===== src/rtl/sync_edge_event.sv =====
// sync_edge_event: debounces a level that has already been brought into the dstclk
// domain. It reports the accepted level, produces one-cycle edge pulses and keeps a
// saturating count of the edges whose direction is enabled.
//
// Ports
//   dstclk        in   destination clock; every register updates on its rising edge
//   dstreset      in   asynchronous active-high reset
//   syncdata      in   resynchronised input level
//   riseen        in   count accepted 0->1 transitions
//   fallen        in   count accepted 1->0 transitions
//   eventclear    in   clear the counter and the overflow flag at the next edge
//   filtlevel     out  debounced level
//   risepulse     out  one-cycle pulse in the first cycle filtlevel shows 1
//   fallpulse     out  one-cycle pulse in the first cycle filtlevel shows 0
//   eventcount    out  saturating count of enabled edges
//   eventpending  out  eventcount is non-zero
//   overflow      out  sticky flag: an enabled edge arrived while the count was all-ones
module sync_edge_event #(
   parameter int unsigned FILTER_CYCLES = 3,
   parameter int unsigned CNT_WIDTH     = 8,
   parameter bit          RESET_LEVEL   = 1'b0
) (
   input  logic                 dstclk,
   input  logic                 dstreset,
   input  logic                 syncdata,
   input  logic                 riseen,
   input  logic                 fallen,
   input  logic                 eventclear,
   output logic                 filtlevel,
   output logic                 risepulse,
   output logic                 fallpulse,
   output logic [CNT_WIDTH-1:0] eventcount,
   output logic                 eventpending,
   output logic                 overflow
);

   localparam logic [3:0]           FcntLast = 4'(FILTER_CYCLES - 1);
   localparam logic [CNT_WIDTH-1:0] CntMax   = '1;
   localparam logic [CNT_WIDTH-1:0] CntOne   = {{(CNT_WIDTH-1){1'b0}}, 1'b1};

   logic [3:0]           fcnt_q, fcnt_d;
   logic                 level_d;
   logic                 accept;
   logic                 rise_d, fall_d;
   logic                 event_hit;
   logic [CNT_WIDTH-1:0] count_d;
   logic                 ovf_d;

   always_comb begin
      accept  = 1'b0;
      fcnt_d  = 4'd0;
      level_d = filtlevel;
      // The filter counter runs only while the input disagrees with the accepted
      // level; any cycle of agreement throws away the partial run.
      if (syncdata != filtlevel) begin
         if (fcnt_q == FcntLast) begin
            accept  = 1'b1;
            level_d = syncdata;
         end else begin
            fcnt_d = fcnt_q + 4'd1;
         end
      end

      rise_d    = accept & ~filtlevel;
      fall_d    = accept & filtlevel;
      // Enables are looked at only in the cycle the transition is accepted.
      event_hit = (rise_d & riseen) | (fall_d & fallen);

      count_d = eventcount;
      ovf_d   = overflow;
      if (eventclear) begin
         // A clear that coincides with an event still counts that event.
         count_d = event_hit ? CntOne : '0;
         ovf_d   = 1'b0;
      end else if (event_hit) begin
         if (eventcount == CntMax) begin
            ovf_d = 1'b1;
         end else begin
            count_d = eventcount + CntOne;
         end
      end
   end

   always_ff @(posedge dstclk or posedge dstreset) begin
      if (dstreset) begin
         fcnt_q     <= 4'd0;
         filtlevel  <= RESET_LEVEL;
         risepulse  <= 1'b0;
         fallpulse  <= 1'b0;
         eventcount <= '0;
         overflow   <= 1'b0;
      end else begin
         fcnt_q     <= fcnt_d;
         filtlevel  <= level_d;
         risepulse  <= rise_d;
         fallpulse  <= fall_d;
         eventcount <= count_d;
         overflow   <= ovf_d;
      end
   end

   assign eventpending = |eventcount;

endmodule


===== config.mk =====
export PLATFORM = sky130hd
export DESIGN_NAME = sync_edge_event
export DESIGN_NICKNAME = d
export VERILOG_FILES = /design/src/rtl/sync_edge_event.sv
export SDC_FILE = /design/constraint.sdc
export NUM_CORES = 1
export LEC_CHECK = 0
export BUFFER_PORTS_ARGS = -buffer_cell sky130_fd_sc_hd__buf_4
export CAP_MARGIN = 20
export CORE_UTILIZATION = 55
export DETAILED_ROUTE_END_ITERATION = 6
export GPL_ROUTABILITY_DRIVEN = 0
export PLACE_DENSITY = 0.83
export REMOVE_ABC_BUFFERS = 1
export SYNTH_ARGS = -nofsm -noshare
export SYNTH_HDL_FRONTEND = slang
export SYNTH_SLANG_ARGS = --single-unit

===== constraint.sdc =====
create_clock -name dstclk -period 4.3 [get_ports dstclk]
set_input_delay 0.43 -clock dstclk [delete_from_list [all_inputs] [get_ports dstclk]]
set_output_delay 0.43 -clock dstclk [all_outputs]
set_load 0.05 [all_outputs]

# ---- Word-level counts from Yosys, hierarchy flattened
# Cells that the tools add are included.
dict set report totals {
  reg_bits 16
  in_bits 6
  output_inout_bits 13
  word_cells 35
}
dict set report classes {
  add_sub_neg 2
  eq_ne 4
  n_mux 11
  bitwise 6
  reduce_logical 6
}
# op n
set op_table {}
lappend op_table {{2-to-1 mux 8 bit} 3}
lappend op_table {{adder 8 x 1 -> 8 bit (second input constant)} 1}
lappend op_table {{equality test 8 bit (second input constant)} 1}
lappend op_table {{2-to-1 mux 4 bit} 2}
lappend op_table {{OR reduction 8 bit} 1}
lappend op_table {{2-to-1 mux 1 bit} 6}
lappend op_table {{AND reduction 2 bit} 3}
lappend op_table {{adder 4 x 1 -> 4 bit (second input constant)} 1}
lappend op_table {{AND 1 bit} 4}
lappend op_table {{equality test 4 x 2 -> 1 bit (second input constant)} 1}
lappend op_table {{nonzero test 2 bit} 2}
lappend op_table {{inequality test 2 bit (second input constant)} 1}
lappend op_table {{inequality test 1 bit} 1}
lappend op_table {{inverter 1 bit} 1}
lappend op_table {{OR 1 bit} 1}

# ---- Depth between registers and ports, before layout
# Gate-level depths: netlist of the first run.
dict set report depth {
  word_depth 8
  mapped_depth 8
  mapped_depth_nobuf 6
}

# ---- Least setup slack after synthesis of the first run
# OpenSTA, ideal clock, no wires.
dict set report synth_timing {
  path_type {register to register}
  startpoint {register fcnt_q[0]}
  endpoint {register eventcount[3]}
  arrival_ns 1.948
  required_time_ns 4.222
  slack_ns 2.274
  path_stages_with_launch 9
  n_path_buf 2
  path_cell_list {dfrtp_1 inv_1 ha_1 or3b_1 buf_6 a21o_1 buf_6 or4_1 a21oi_1}
}
dict set report synth_via {
  elab_chain_len 8
  elab_cells_between_ends 10
}
# item line
set synth_rtl {}
lappend synth_rtl {{start: declaration} 41} ;# logic [3:0] fcnt_q, fcnt_d;
lappend synth_rtl {{start signal: assignment} 93} ;# fcnt_q <= fcnt_d;
lappend synth_rtl {{equality test 4 x 2 -> 1 bit (*)} 56} ;# if (fcnt_q == FcntLast) begin
lappend synth_rtl {{2-to-1 mux 1 bit (*)} 56}
lappend synth_rtl {{2-to-1 mux 1 bit (*)} 55} ;# if (syncdata != filtlevel) begin
lappend synth_rtl {{AND 1 bit, on equally long branches} {64, 65}}
lappend synth_rtl {{AND 1 bit} 67} ;# event_hit = (rise_d & riseen) | (fall_d & fallen);
lappend synth_rtl {{OR 1 bit (*)} 67}
lappend synth_rtl {{nonzero test 2 bit (no source line) (*)} n/a}
lappend synth_rtl {{AND reduction 2 bit (no source line) (*)} n/a}
lappend synth_rtl {{end signal: assignment} 97} ;# eventcount <= count_d;
lappend synth_rtl {{end: declaration} 32} ;# output logic [CNT_WIDTH-1:0] eventcount,
# Every way passes the cells marked *; elsewhere a longest branch is shown, timed or not.
# A chain may end at the register's enable or synchronous reset.

# ---- Final worst setup path of the first run
dict set report layout_timing {
  startpoint {register fcnt_q[0]}
  endpoint {register eventcount[5]}
}
# Same word-level chain as after synthesis.

==> results of run 1 <==
state kept, by name (all words and copies together) (netlist names):
register and count:
fallpulse 1, risepulse 1, eventcount 8, overflow 1
fcnt_q 4, filtlevel 1
placed cells by master, fill, tap and decap left out, types with 2 or more instances in the layout:
cell type	instances
ha_1	4
dfrtp_1	16
inv_1	5
nor3b_1	2
o21ai_0	4
o31ai_1	2
nand3_1	5
clkbuf_4	3
nand2_1	5
buf_4	18
nor2_1	9
or4_1	3
nand3b_1	3
a21oi_1	7
xor2_1	2
a2111oi_0	2
area by class of cell:
| class | count | area share [%] |
|---|---|---|
| Tap cell | 15 | 1.852 |
| Inverter | 5 | 1.852 |
| Sequential cell | 16 | 39.51 |
| Multi-Input combinational cell | 62 | 39.88 |
| Clock buffer | 4 | 3.580 |
| Timing Repair Buffer | 18 | 13.33 |
kinds of logic after synthesis:
kind of cell | Yosys count | synth area share [%]
AOI/OAI and AO/OA | 19 | 14.14
xor gates and xnor gates | 3 | 3.093
adders and majority gates | 4 | 5.891
buffers and inverters | 8 | 5.302
DFF | 16 | 47.13
muxes | 2 | 2.504
and+or+nand+nor | 34 | 21.94
power by group through the flow:
stage | clock network (mW) | registers (mW) | logic [mW]
final | 0.0996 | 0.192 | 0.135
after global routing | 0.107 | 0.196 | 0.145
after CTS | 0.102 | 0.192 | 0.137
after detailed placement | 0 | 0.195 | 0.135
after global placement | 0 | 0.194 | 0.132
after floorplan | 0 | 0.223 | 0.0650
worst paths after layout:
path | from | slack [ns] | cells after the start | endpoint
setup / recovery | fcnt_q[0] | 2.14 | 6 | eventcount[5]
hold / removal | dstreset | 0.20 | 2 | overflow
setup reg to reg | fcnt_q[0] | 2.14 | 6 | eventcount[5]
hold reg to reg | fcnt_q[0] | 0.50 | 1 | fcnt_q[0]
max in group asynchronous | dstreset | 3.69 | 2 | eventcount[1]
min in group dstclk | syncdata | 0.33 | 2 | fallpulse
worst register-to-register path: stages, from the launching register on:
cell and delay, ns:
dfrtp_1 0.42, inv_1 0.07, ha_1 0.14, or3b_1 0.47, a21o_1 0.30, or4_1 0.55, a21oi_1 0.15
layer usage:
metal / track usage, % / share of wire, % / up-vias
met5: 0 / 0 / -
met2: 34.77 / 47 / 22
met3: 4.787 / 5.3 / 4
met1: 26.78 / 47 / 340
li1: - / - / 351
met4: 14.52 / 1.2 / 0
synth_stat cells, drive strengths merged:
master   count
mux2         1
or3          1
a2111oi      2
or4          3
nor3b        2
ha           4
xor2         2
xnor2        1
nor2b        1
nor4b        1
or3b         1
nand2b       1
nor3         1
o311ai       1
inv          5
nor2         9
dfrtp       16
nand4        1
o21ai        4
nand3b       3
a21oi        7
buf          3
o31ai        2
nand3        5
a211oi       1
mux2i        1
nand2        5
o41ai        1
a21o         1
==> results.sh, run 1 <==
export IMPL_multi_input_area_um2=404.1
export IMPL_first_iter_violations=17
export IMPL_p_seq_share_pct=45.0
export IMPL_slew_viol_final=0
export IMPL_worst_pin_slew_ns=0.6083
export IMPL_num_antenna_cells=0
export IMPL_synth_top_cell_by_area="dfrtp_1"
export IMPL_cp_max_fo=11
export IMPL_rsz0062_at_grt="false"
export IMPL_place_area_um2=977.2
export IMPL_final_util_pct=74.18
export IMPL_grt_pass1_vias=559
export IMPL_synth_seq_cells=16
export IMPL_setup_ws_ns=2.138
export IMPL_pwr_share_clk_pct=23.4
export IMPL_fp_row_count=13
export IMPL_worstPathRequired_ns=4.52
export IMPL_gr_usage_all_layers_pct=21.98
export IMPL_cts_sinks=16
export IMPL_numCtsBuffers=3
export IMPL_placed_cells=116
export IMPL_vias=717
export IMPL_post_route_period_util_pct=50.28
export IMPL_drc=0
export IMPL_synthCells=86
export IMPL_grt_pass1_wl_um=2311
export IMPL_syn_area_per_cell_um2=9.879
export IMPL_endpoint_kind="register"
export IMPL_synthTopCellsByArea="dfrtp_1, ha_1, a21oi_1"
export IMPL_pin_count=19
export IMPL_n_fill_cell=105
export IMPL_peakVddDrop_mv=0.3351
export IMPL_synth_cell_type_count=30
export IMPL_ant_nets=0
export IMPL_die_height_um=41.30
export IMPL_overflow=0
export IMPL_crit_chain="inv_1 -> ha_1 -> or3b_1 -> a21o_1 -> or4_1 -> a21oi_1"
export IMPL_path_class="register to register"
export IMPL_h_tree_depth=1
export IMPL_hold_buffers=0
export IMPL_critPathSlowestCell="or4_1"
export IMPL_portBuffers=18
export IMPL_maxCapViolCount=0
export IMPL_setup_viol=0
export IMPL_finalHoldWorstSlack_ns=0.2035
export IMPL_p_sw_share_pct=37.10
export IMPL_switchingPower_uw=158.2
export IMPL_layout_nets=116
export IMPL_hold_path_class="primary input to asynchronous set/reset pin"
export IMPL_p_per_area_nw_per_um2=420.6
export IMPL_hold_viol=0
export IMPL_seqCellArea_um2=400.4
export IMPL_syn_to_final_growth_pct=19.29
export IMPL_fmax_mhz=462.5
export IMPL_max_clock_path_buffers=2
export IMPL_p_int_uw=268.1
export IMPL_fin_area_um2=1013
export IMPL_start_kind="register"
export IMPL_antenna_found_initial=0
export IMPL_power_total_uw=426.3
export IMPL_yosysTopAreaCellShare_pct=47.13
export IMPL_netlist_area_um2=849.6
export IMPL_post_cts_repair_setup_buffers=0
export IMPL_timing_slew_headroom_pct=59.40
export IMPL_vias_per_cell=5.975
export IMPL_p_comb_share_pct=31.7
export IMPL_clock_latency_ns=0.29
export IMPL_place_worst_setup_slack_ns=2.164
export IMPL_fin_crit_ns=2.162
export IMPL_seq_area_frac_synth_pct=47.13
export IMPL_yosysWarnings=0
export IMPL_crit_family="simple AND/OR/NAND/NOR gates"
export IMPL_final_cell_count_no_fill=120
export IMPL_cpPeakStageDelay_ns=0.54
export IMPL_path_buf_inv=1
export IMPL_die_area_um2=1706
export IMPL_root_buffer="clkbuf_4"
export IMPL_setup_tns_ns=0
export IMPL_path_clk_slew_ns=0.10
export IMPL_cts_tree="built"
export IMPL_dp_hpwl_um=1180
export IMPL_first_pass_iters=4
export IMPL_drt_total_wl_um=1664
export IMPL_worst_ep_arrival_time_ns=2.38
export IMPL_die_w_um=41.30
export IMPL_coreArea_um2=1366
export IMPL_cts_resized=0
export IMPL_drive_above_1_share_pct=22.86
export IMPL_grt_max_degree=17
export IMPL_finalClockSkew_ns=0.008276
export IMPL_wire_per_inst_um=13.87
export IMPL_power_leakage_nw=0.4513
export IMPL_initial_utilization_pct=62.18
export IMPL_status="complete, no violations"
Note: power is estimated with default switching activity, not from simulation.
==> run 2: changes to the inputs <==
CORE_UTILIZATION = 51   (was 55)
PLACE_DENSITY = 0.78   (was 0.83)
clock period = 2 ns   (was 4.3 ns; I/O delays follow)
==> run 2 against run 1 <==
Clock power up 120%. Power rose by 130%. Sequential cell count unchanged. Via count increased by 0.42%. Design area rose by 7.7%. Critical endpoint is now eventcount[3]. Clock-buffer cell count did not move. Critical path depth unchanged. Hold slack got worse by 0.11 ns. Combinational power rose by 150%. Maximum frequency grew 9.2%. Largest cell class unchanged.
==> results.sh, run 2 (synthesized netlist as in run 1, its figures left out) <==
export IMPL_p_seq_share_pct=43.0
export IMPL_fin_crit_ns=1.979
export IMPL_p_per_area_nw_per_um2=883.1
export IMPL_clock_latency_ns=0.29
export IMPL_setup_viol=0
export IMPL_wire_per_inst_um=14.44
export IMPL_n_fill_cell=134
export IMPL_vias=720
export IMPL_pwr_share_clk_pct=22.6
export IMPL_gr_usage_all_layers_pct=21.32
export IMPL_peakVddDrop_mv=0.7042
export IMPL_portBuffers=18
export IMPL_h_tree_depth=1
export IMPL_switchingPower_uw=359.9
export IMPL_timing_rr_end="eventcount[3]"
export IMPL_grt_pass1_wl_um=2808
export IMPL_path_class="register to register"
export IMPL_largest_register="eventcount"
export IMPL_initial_utilization_pct=55.75
export IMPL_final_cell_count_no_fill=126
export IMPL_root_buffer="clkbuf_4"
export IMPL_coreArea_um2=1524
export IMPL_first_iter_violations=13
export IMPL_first_pass_iters=4
export IMPL_cts_sinks=16
export IMPL_drive_above_1_share_pct=32.73
export IMPL_overflow=0
export IMPL_vias_per_cell=5.714
export IMPL_grt_max_degree=17
export IMPL_r2r_cells=6
export IMPL_grt_pass1_vias=633
export IMPL_max_clock_path_buffers=2
export IMPL_pin_count=19
export IMPL_timing_slew_headroom_pct=59.55
export IMPL_final_common_cell="buf_4"
export IMPL_die_height_um=42.82
export IMPL_cp_endpoint="eventcount[3]"
export IMPL_fmax_mhz=505.2
export IMPL_crit_start="fcnt_q[0]"
export IMPL_cpPeakStageDelay_ns=0.51
export IMPL_syn_to_final_growth_pct=28.42
export IMPL_drt_total_wl_um=1819
export IMPL_cp_max_fo=7
export IMPL_post_route_period_util_pct=98.97
export IMPL_hold_viol=0
export IMPL_endpoint_kind="register"
export IMPL_crit_chain="inv_1 -> ha_1 -> or3b_4 -> a21o_4 -> or4_4 -> a21oi_2"
export IMPL_path_clk_slew_ns=0.09
export IMPL_p_comb_share_pct=34.4
export IMPL_ant_nets=0
export IMPL_fin_area_um2=1091
export IMPL_placed_cells=120
export IMPL_num_antenna_cells=0
export IMPL_p_int_uw=603.6
export IMPL_critPathSlowestCell="or4_4"
export IMPL_cts_tree="built"
export IMPL_die_area_um2=1833
export IMPL_antenna_found_initial=0
export IMPL_layout_nets=121
export IMPL_start_kind="register"
export IMPL_worst_pin_slew_ns=0.6061
export IMPL_drc=0
export IMPL_power_leakage_nw=0.4817
export IMPL_largest_reg_flops=8
export IMPL_dp_hpwl_um=1242
export IMPL_finalClockSkew_ns=0.0006440
export IMPL_slew_viol_final=0
export IMPL_layout_common_cells="buf_4, dfrtp_1, nor2_1"
export IMPL_largest_registers="eventcount x8, fcnt_q x4"
export IMPL_p_sw_share_pct=37.35
export IMPL_rsz0062_at_grt="true"
export IMPL_die_w_um=42.82
export IMPL_place_area_um2=1001
export IMPL_maxCapViolCount=0
export IMPL_hold_path_class="primary input to register"
export IMPL_status="complete, no violations"
export IMPL_fp_row_count=14
export IMPL_r2r_slack_ns=0.02
export IMPL_r2r_start="fcnt_q[0]"
export IMPL_power_total_uw=963.5
export IMPL_numCtsBuffers=3
export IMPL_worst_ep_arrival_time_ns=2.21
export IMPL_worstPathRequired_ns=2.23
==> run 2: per-stage QoR <==
step	setup WS, ns	util (%)	setup TNS, ns	hold slack (ns)
3_3_place_gp	0.05938	65.68	0	0.3093
4_1_cts	0.001836	68.97	0	0.08422
3_5_place_dp	-0.08562	65.68	-0.08562	0.3134
2_1_floorplan	0.04098	-	0	0.1137
6_report	0.02051	71.59	0	0.09761
5_1_grt	-0.05306	71.59	-0.1540	0.1110
==> run 2: critical path: cells and delay by family (launching register included) <==
family	cells	cell delay [ns]
AND/OR/NAND/NOR	2	0.92
buffers and inverters	1	0.07
AO/OA/AOI/OAI	2	0.34
adder cells (fa/ha/maj)	1	0.14
flip-flops	1	0.43
==> run 2: cell type report <==
cell class / count / area [um2] / share of cell area, %
clock buffer: 4 / 36.28 / 3.326
sequential: 16 / 400.4 / 36.70
tap: 16 / 20.02 / 1.835
multi-input combinational: 62 / 440.4 / 40.37
inverter: 5 / 18.77 / 1.720
timing repair buffer: 23 / 175.2 / 16.05
==> run 2: timing repair <==
action,4_1_cts,5_1_grt
buffers inserted,0,1
hold buffers,1,0
pin swaps,0,2
hold endpoints to repair,16,0
resized for setup,2,8
setup endpoints to repair,2,6
==> run 2: power groups by stage <==
stage / clock network, mW / logic (mW) / registers, mW
finish: 0.218 / 0.331 / 0.415
global route: 0.229 / 0.363 / 0.421
CTS: 0.227 / 0.311 / 0.411
detailed placement: 0 / 0.302 / 0.417
global placement: 0 / 0.295 / 0.414
floorplan: 0 / 0.140 / 0.480
==> run 2: worst min path at each step <==
stage / from / end / slack [ns] / cells past startpoint
floorplan: dstreset / eventcount[0] / 0.11 / 1
CTS: syncdata / fallpulse / 0.08 / 2
detailed placement: dstreset / risepulse / 0.31 / 2
finish: syncdata / fallpulse / 0.1 / 2
global placement: dstreset / risepulse / 0.31 / 2
global route: syncdata / fallpulse / 0.11 / 2
==> run 2: per-layer routing <==
layer  up-vias  part of all wire, %  routed length [um]  track usage [%]
met4         0                  2.8                  51            15.00
met2        16                   49                 888            31.82
li1        361                    -                   -                -
met5         -                    0                   0                0
met3         5                  3.5                  64            2.553
met1       338                   45                 814            28.42
